`src/rtl/delay_search_ctrl.sv`:
```
// delay_search_ctrl
// Searches the taps of a programmable delay line for the best alignment.
// On a start request it steps the tap select through 0..L-1. For each tap it
// discards SETTLE qualified samples, then accumulates W = 2^LOG_W products of
// ref_dly*tgt_in. The tap with the largest signed sum wins; ties go to the
// lower tap. The delay line is left programmed to the winner. While idle, the
// tap select can also be loaded by hand.
//
// Ports:
//   clk, rst_n        clock and asynchronous active-low reset
//   start             one-cycle search request (only honoured in IDLE)
//   man_load, man_sel manual tap load (only in IDLE, and only when start is low)
//   sample_en         marks ref_dly/tgt_in as a valid sample this cycle
//   ref_dly, tgt_in   signed 16-bit delayed reference sample and target sample
//   sel               tap select driven to the delay line
//   busy              high while a search is running
//   done              one-cycle pulse in the first IDLE cycle after a search
//   best_sel          winning tap of the last search
//   best_score        signed correlation of the winning tap
module delay_search_ctrl #(
    parameter int N      = 4,
    parameter int L      = 16,
    parameter int LOG_W  = 4,
    parameter int SETTLE = 1
) (
    input  logic                  clk,
    input  logic                  rst_n,
    input  logic                  start,
    input  logic                  man_load,
    input  logic [N-1:0]          man_sel,
    input  logic                  sample_en,
    input  logic [15:0]           ref_dly,
    input  logic [15:0]           tgt_in,
    output logic [N-1:0]          sel,
    output logic                  busy,
    output logic                  done,
    output logic [N-1:0]          best_sel,
    output logic [32+LOG_W-1:0]   best_score
);

    localparam int AW = 32 + LOG_W;
    localparam int W  = 1 << LOG_W;
    localparam int SW = (SETTLE > 1) ? $clog2(SETTLE) : 1;
    localparam int CW = (LOG_W > SW) ? LOG_W : SW;

    localparam logic [CW-1:0] W_LAST   = CW'(W - 1);
    localparam logic [CW-1:0] S_LAST   = CW'((SETTLE > 0) ? SETTLE - 1 : 0);
    localparam logic [N-1:0]  SEL_LAST = N'(L - 1);

    typedef enum logic [2:0] {
        ST_IDLE,
        ST_SETTLE,
        ST_ACCUM,
        ST_COMPARE,
        ST_DONE
    } state_t;

    state_t                state_q, state_d;
    logic [N-1:0]          sel_q, sel_d;
    logic                  busy_q, busy_d;
    logic                  done_q, done_d;
    logic [N-1:0]          best_sel_q, best_sel_d;
    logic signed [AW-1:0]  best_score_q, best_score_d;
    logic signed [AW-1:0]  acc_q, acc_d;
    logic [CW-1:0]         cnt_q, cnt_d;

    logic signed [15:0]    ref_s;
    logic signed [15:0]    tgt_s;
    logic signed [31:0]    prod;

    // Both operands are sign-extended to 32 bits before multiplying. A 16x16
    // signed product always fits in 32 bits, so truncating to 32 bits loses
    // nothing, and summing W of them cannot overflow AW bits.
    assign ref_s = ref_dly;
    assign tgt_s = tgt_in;
    assign prod  = 32'(ref_s) * 32'(tgt_s);

    // State register. An asynchronous reset abandons any search in progress and
    // clears every result register.
    always_ff @(posedge clk or negedge rst_n) begin
        if (!rst_n) begin
            state_q      <= ST_IDLE;
            sel_q        <= '0;
            busy_q       <= 1'b0;
            done_q       <= 1'b0;
            best_sel_q   <= '0;
            best_score_q <= '0;
            acc_q        <= '0;
            cnt_q        <= '0;
        end else begin
            state_q      <= state_d;
            sel_q        <= sel_d;
            busy_q       <= busy_d;
            done_q       <= done_d;
            best_sel_q   <= best_sel_d;
            best_score_q <= best_score_d;
            acc_q        <= acc_d;
            cnt_q        <= cnt_d;
        end
    end

    // Next-state logic. One counter is shared: SETTLE uses it to count discarded
    // samples and ACCUM uses it to count accumulated samples. It is cleared at
    // each hand-over between the two states.
    always_comb begin
        state_d      = state_q;
        sel_d        = sel_q;
        busy_d       = busy_q;
        done_d       = 1'b0;
        best_sel_d   = best_sel_q;
        best_score_d = best_score_q;
        acc_d        = acc_q;
        cnt_d        = cnt_q;

        case (state_q)
            ST_IDLE: begin
                if (start) begin
                    state_d = ST_SETTLE;
                    sel_d   = '0;
                    busy_d  = 1'b1;
                    acc_d   = '0;
                    cnt_d   = '0;
                end else if (man_load) begin
                    sel_d = man_sel;
                end
            end

            ST_SETTLE: begin
                if (SETTLE == 0) begin
                    state_d = ST_ACCUM;
                end else if (sample_en) begin
                    if (cnt_q == S_LAST) begin
                        state_d = ST_ACCUM;
                        cnt_d   = '0;
                    end else begin
                        cnt_d = cnt_q + CW'(1);
                    end
                end
            end

            ST_ACCUM: begin
                if (sample_en) begin
                    acc_d = acc_q + AW'(prod);
                    if (cnt_q == W_LAST) begin
                        state_d = ST_COMPARE;
                        cnt_d   = '0;
                    end else begin
                        cnt_d = cnt_q + CW'(1);
                    end
                end
            end

            // Candidate 0 always seeds the best result. This gives a valid
            // winner even when every score is negative, and it discards the
            // result of the previous search.
            ST_COMPARE: begin
                if (sel_q == '0 || acc_q > best_score_q) begin
                    best_score_d = acc_q;
                    best_sel_d   = sel_q;
                end
                if (sel_q == SEL_LAST) begin
                    state_d = ST_DONE;
                end else begin
                    state_d = ST_SETTLE;
                    sel_d   = sel_q + N'(1);
                    acc_d   = '0;
                    cnt_d   = '0;
                end
            end

            // best_sel_q already holds the final winner, because it was
            // updated on the last COMPARE edge.
            ST_DONE: begin
                sel_d   = best_sel_q;
                busy_d  = 1'b0;
                done_d  = 1'b1;
                state_d = ST_IDLE;
            end

            default: begin
                state_d = ST_IDLE;
            end
        endcase
    end

    assign sel        = sel_q;
    assign busy       = busy_q;
    assign done       = done_q;
    assign best_sel   = best_sel_q;
    assign best_score = best_score_q;

endmodule

```
`config.mk`:
```
export PLATFORM = sky130hd
export DESIGN_NAME = delay_search_ctrl
export DESIGN_NICKNAME = d
export VERILOG_FILES = /design/src/rtl/delay_search_ctrl.sv
export SDC_FILE = /design/constraint.sdc
export NUM_CORES = 1
export LEC_CHECK = 0
export CAP_MARGIN = 10
export CORE_MARGIN = 5
export CORE_UTILIZATION = 40
export DETAILED_ROUTE_END_ITERATION = 6
export DONT_BUFFER_PORTS = 1
export PLACE_DENSITY_LB_ADDON = 0.1
export SYNTH_ARGS = -nofsm -noshare
export SYNTH_HDL_FRONTEND = slang
export SYNTH_SLANG_ARGS = --single-unit
export TNS_END_PERCENT = 50
```
`constraint.sdc`:
```
create_clock -name clk -period 5 [get_ports clk]
set_input_delay 1 -clock clk [delete_from_list [all_inputs] [get_ports clk]]
set_output_delay 1 -clock clk [all_outputs]
set_load 0.05 [all_outputs]
```
After elaboration in Yosys (flattened, before gate mapping)
Index checks and enable logic that the tools add are counted.
{"block": "totals", "reg_bits": 89, "word_cells": 65, "out_inout_bits": 46, "input_bits": 41}
{"block": "classes", "n_addsub": 3, "n_eq_ne": 13, "order_cmp": 1, "reduce_logical": 14, "multipliers": 1, "n_mux": 25}
{"op": "36-bit 2-to-1 mux", "n": 3}
{"op": "36-bit one-hot mux with 3 select lines", "n": 1}
{"op": "36-bit by 32-bit adder with 36-bit output", "n": 1}
{"op": "36-bit > comparator", "n": 1}
{"op": "4-bit 2-to-1 mux", "n": 9}
{"op": "16-bit by 16-bit multiplier with 32-bit output", "n": 1}
{"op": "3-bit 2-to-1 mux", "n": 6}
{"op": "4-bit one-hot mux with 4 select lines", "n": 1}
{"op": "2-bit != test, second input constant", "n": 6}
{"op": "3-bit one-hot mux with 4 select lines", "n": 1}
{"op": "4-bit one-hot mux with 3 select lines", "n": 1}
{"op": "5-bit AND reduction", "n": 2}
{"op": "4-bit by 1-bit adder with 4-bit output, second input constant", "n": 2}
{"op": "4-bit == test, second input constant", "n": 2}
{"op": "4-bit zero test", "n": 2}
{"op": "3-bit by 2-bit == test with 1-bit output, second input constant", "n": 2}
{"op": "3-bit nonzero test", "n": 2}
{"op": "2-bit AND reduction", "n": 2}
{"op": "4-bit AND reduction", "n": 1}
{"op": "4-bit nonzero test", "n": 1}
{"op": "3-bit by 1-bit == test with 1-bit output, second input constant", "n": 1}
{"op": "3-bit == test, second input constant", "n": 1}
{"op": "3-bit zero test", "n": 1}
{"op": "3-bit != test, second input constant", "n": 1}
{"op": "5 further kinds", "n": 6}

Longest topological paths before layout
{"block": "depth", "ltp_word": 4, "mapped_depth": 22, "depth_no_buf": 21}

Worst setup path after synthesis
OpenSTA, ideal clock, no wires.
{"block": "synth_path", "path_type": "input to register", "from": "input ref_dly[15]", "to": "register acc_q[32]", "cell_stages": 21, "required_time_ns": 4.932, "path_buffers": 2, "path_slack_ns": -1.625, "arrival_time_ns": 6.556, "setup_ns": 0.068, "path_cell_list": "clkbuf_1 > nand2_1 > fa_1 > inv_1 > fa_1 > inv_1 > fa_1 > inv_1 > fa_1 > fa_1 > inv_1 > fa_1 > inv_1 > ha_1 > clkbuf_1 > a211o_1 > a211o_1 > a2111oi_0 > o211ai_1 > a21o_1 > nand3_1"}
{"block": "synth_via", "elab_chain_cells": 4}
{"element": "start: declaration", "line": "32", "source": "input logic [15:0] ref_dly,"}
{"element": "16-bit by 16-bit multiplier with 32-bit output", "line": "76", "source": "assign prod = 32'(ref_s) * 32'(tgt_s);"}
{"element": "36-bit by 32-bit adder with 36-bit output", "line": "143", "source": "acc_d = acc_q + AW'(prod);"}
{"element": "36-bit 2-to-1 mux", "line": "142", "source": "if (sample_en) begin"}
{"element": "36-bit one-hot mux with 3 select lines", "line": "115", "source": "case (state_q)"}
{"element": "end signal: assignment", "line": "88", "source": "acc_q <= '0;"}
{"element": "end signal: assignment", "line": "97", "source": "acc_q <= acc_d;"}
{"element": "end: declaration", "line": "64", "source": "logic signed [AW-1:0] acc_q, acc_d;"}
No other way between the ends. The select of a mux whose other input is x is not followed.
A chain may end at the register's enable or synchronous reset.

Final worst setup path
{"block": "layout_path", "from": "input tgt_in[2]", "to": "register acc_q[28]"}
{"block": "layout_via", "elab_chain_cells": 4}
{"element": "start: declaration", "line": "33", "source": "input logic [15:0] tgt_in,"}
{"element": "16-bit by 16-bit multiplier with 32-bit output", "line": "76"}
{"element": "36-bit by 32-bit adder with 36-bit output", "line": "143"}
{"element": "36-bit 2-to-1 mux", "line": "142"}
{"element": "36-bit one-hot mux with 3 select lines", "line": "115"}
No other way between the ends. The select of a mux whose other input is x is not followed.

==> results.md <==
- Slew at the pin with the worst max-slew slack: 1.17 ns
- Antenna Diode Count: 0
- Area of the core: between 40000 and 50000 µm²
- Min-delay worst type: in -> async
- Total Die Area: 46900 µm²
- Post-synthesis average cell area: 9.07 µm²
- Synth Net Count: 2385
- Standard cell area after detailed placement: ~19000 µm²
- Insertion delay of the later-clocked pin in the worst-skew pair: 0.36 ns
- Multi-input gate area in the final layout: about 14000 µm²
- Worst Skew: 0.00847 ns
- Layout overhead on the synthesized area: 14.0%
- Final #Nets: 2469
- Status: finished with violations
- Endpoints failing hold: 0
- Average wire per standard cell: 18.1 µm
- Drt pass-1 iters: 6
- R2R cell count: 17
- Count of final max-slew check failures: 0
- Worst Path Required: 5.29 ns
- Number of placement rows: 75
- Total setup violations reported at the end of the flow: 24
- Overall global routing resource usage: between 10% and 20%
- Setup repair after global routing missed its margin: yes
- Worst reg2reg path endpoint: acc_q[28]
- Post-synth EDFFs: 0
- Register area: 2230 µm²
- Maximum number of pins on one net before global-route repair: 90
- Worst reg2reg startpoint: acc_q[15]
- First-pass GRT wire length: 75.8 mm
- Number of instances in the synthesized netlist: 1883
- Sink count of the clock tree: 89
- Post-route cell area: about 19000 µm²
- Flops & latches, synth: 89
- Maximum root-to-sink buffer count: 2
- Final worst-path setup slack: -0.841 ns
- CP arrival: between 6 and 7 ns
- Final min period: 5.84 ns
- Relative slew slack: 21.5%
- Synth Flop Type: sky130_fd_sc_hd__dfrtp_1
- Netlist area before placement: 17100 µm²
- Worst Path Class, Setup: in -> reg
- Number of buffers inserted during clock tree synthesis: 9
- Routed Antenna Nets: 0
- Setup slack at placement: -1.35 ns
- Number of antenna violations at the first check in global routing: 0
- Violations in the final reports: negative setup slack
- Via count of the first global-routing pass: 14100
- Total Neg Setup Slack: -15.16 ns
- Vias after detailed routing: 13200
- Fillers: between 4000 and 5000
- Iteration-0 DRC count of the detailed router: 605
- Count of boundary I/O pins: 87
- DRC viols: 0
- CTS clock-pin slew for the worst setup and hold paths: around 0.070 ns
- Fraction of registers with async set/reset: 100%
- Register area share after synthesis: 13.0%
- IO Port Bufs: 0
- Post-cts hold buffer count: 0
- Total overflow reported by the global router: 0
- TritonCTS clock tree: yes
- DRT Wirelength: 45.4 mm
- Fmax: 0.171 GHz
- Worst setup SP type: input pin
- Initial Util: around two fifths
- H-Tree Depth: 3
- DIE WIDTH: 217 µm
- Final period util: 117%
- Worst-case register-to-register setup slack: -0.01 ns
- Post-synth cell types: 63
- Final estimated routing congestion in global placement: between 0.7 and 0.8
- Fraction of final layout cells with drive strength greater than 1: 14.4%
- Critical-path maximum fanout: 16
- Yosys synthesis warning count: 0
- Capturing element type of the critical path: register
- Die boundary height: 217 µm
- Buffer type at the clock tree root: sky130_fd_sc_hd__clkbuf_16
- Detail-routed via count per cell: 5.25
- Count of max-cap constraint violations: 0
- Hpwl dp: 37.1 mm
routing by layer:
| metal | up-vias | GRT usage, % | routed length (µm) |
|---|---|---|---|
| met5 | - | 0 | 0 |
| met4 | 0 | 3.12 | 657 |
| met3 | 38 | 2.41 | 1400 |
| met2 | 174 | 36.2 | 24300 |
| met1 | 6884 | 26.3 | 19000 |
| li1 | 6098 | - | - |
layout by cell type, fill, tap and decap left out, drive strengths merged, types with 3 or more instances in the layout:
master / n
o21a: 6
clkbuf: 10
a21o: 22
o21bai: 5
nand2: 224
and3: 5
and4: 4
nor2: 43
o21ai: 57
a211o: 8
xor2: 13
xnor2: 19
ha: 147
dfrtp: 89
a22oi: 38
clkinvlp: 5
o31ai: 8
nor4: 3
buf: 150
nand2b: 5
nor2b: 5
nor3: 11
and2: 130
nand3: 22
fa: 314
o211ai: 47
nand4: 50
inv: 427
a211oi: 9
a31oi: 9
a22o: 3
or3: 10
a21oi: 37
layout make-up:
cell class / count / area share (%)
multi-input cells: 1290 / 69.3
clock buffers: 10 / 1.23
well taps: 539 / 3.46
repair buffers: 150 / 5.99
inverters: 427 / 8.23
flip-flops and latches: 89 / 11.4
clock inverters: 6 / 0.347
cell usage after synthesis (all sizes together) (3+ instances only):
library cell    n  area share (%)
nand2b          5            0.18
and3            5            0.18
nor4            3            0.11
nand2         224             4.9
a211o           8            0.41
nand3          22            0.64
o21ai          57             1.7
a21oi          37             1.1
a22oi          38             1.7
a22o            3            0.15
fa            314              37
xor2           13            0.67
a211oi          9            0.42
nor2           43            0.94
nand4          50             1.8
a21o           22            0.97
and2          130             4.8
o21bai          5            0.22
inv           427             9.4
nor3           11            0.32
xnor2          19            0.97
nor2b           5            0.18
a31oi           9            0.33
and4            4            0.21
o21a            6            0.26
clkbuf         62             1.4
o211ai         47             2.4
or3            10            0.37
ha            147              11
buf            15            0.58
dfrtp          89              13
o31ai           8            0.35
kinds of logic after synthesis:
group,after synthesis,synth area share (%)
adders and majority gates,461,47.6
xor gates and xnor gates,32,1.64
and+or+nand+nor,523,15.2
AOI/OAI and AO/OA,272,11.1
buffers and inverters,504,11.3
muxes,2,0.117
DFF,89,13.0
critical path, cell delays in order:
cell and delay, ns:
sky130_fd_sc_hd__and2_4 0.14, sky130_fd_sc_hd__buf_4 0.12, sky130_fd_sc_hd__fa_1 0.48, sky130_fd_sc_hd__inv_1 0.05, sky130_fd_sc_hd__fa_1 0.46, sky130_fd_sc_hd__fa_1 0.52, sky130_fd_sc_hd__inv_1 0.05, sky130_fd_sc_hd__fa_1 0.48
sky130_fd_sc_hd__fa_1 0.50, sky130_fd_sc_hd__inv_1 0.05, sky130_fd_sc_hd__fa_1 0.49, sky130_fd_sc_hd__inv_2 0.05, sky130_fd_sc_hd__ha_4 0.20, sky130_fd_sc_hd__and4_1 0.18, sky130_fd_sc_hd__and2_1 0.15, sky130_fd_sc_hd__a221o_2 0.41
sky130_fd_sc_hd__a2111oi_4 0.37, sky130_fd_sc_hd__o21a_1 0.21, sky130_fd_sc_hd__o2111ai_1 0.11, sky130_fd_sc_hd__nand3_1 0.11
stage by stage:
stage	std cells	utilization, %	hold WS (ns)
5_1_grt	2511	46.2	0.322
3_5_place_dp	2484	44.5	0.549
3_3_place_gp	2484	44.5	0.535
6_report	2511	46.2	0.341
2_1_floorplan	1883	-	0.497
4_1_cts	2507	45.9	0.326
registers in the layout, indices dropped and copies added, names as in the netlist:
register	cells
state_q	3
sel	4
best_score	36
done	1
best_sel	4
acc_q	36
busy	1
cnt_q	4
how the worst max path moves through the flow:
stage	from	end	slack [ns]	cells after the start
after detailed placement	tgt_in[2]	acc_q[30]	-1.35	20
after CTS	tgt_in[2]	acc_q[32]	-0.84	20
after floorplan	tgt_in[3]	acc_q[32]	-1.17	21
after global routing	ref_dly[15]	acc_q[30]	-0.98	20
final	tgt_in[2]	acc_q[28]	-0.84	20
after global placement	tgt_in[2]	acc_q[30]	-1.29	20
what timing repair did:
action / in CTS / in global routing
gates cloned: 0 / 0
endpoints found under the setup margin: 25 / 26
buffers inserted: 7 / 4
gates resized for setup: 54 / 24
pin swaps: 27 / 15
Power is not shown: default switching activity piles up to over one toggle a cycle in this logic, so the estimate is an artifact.
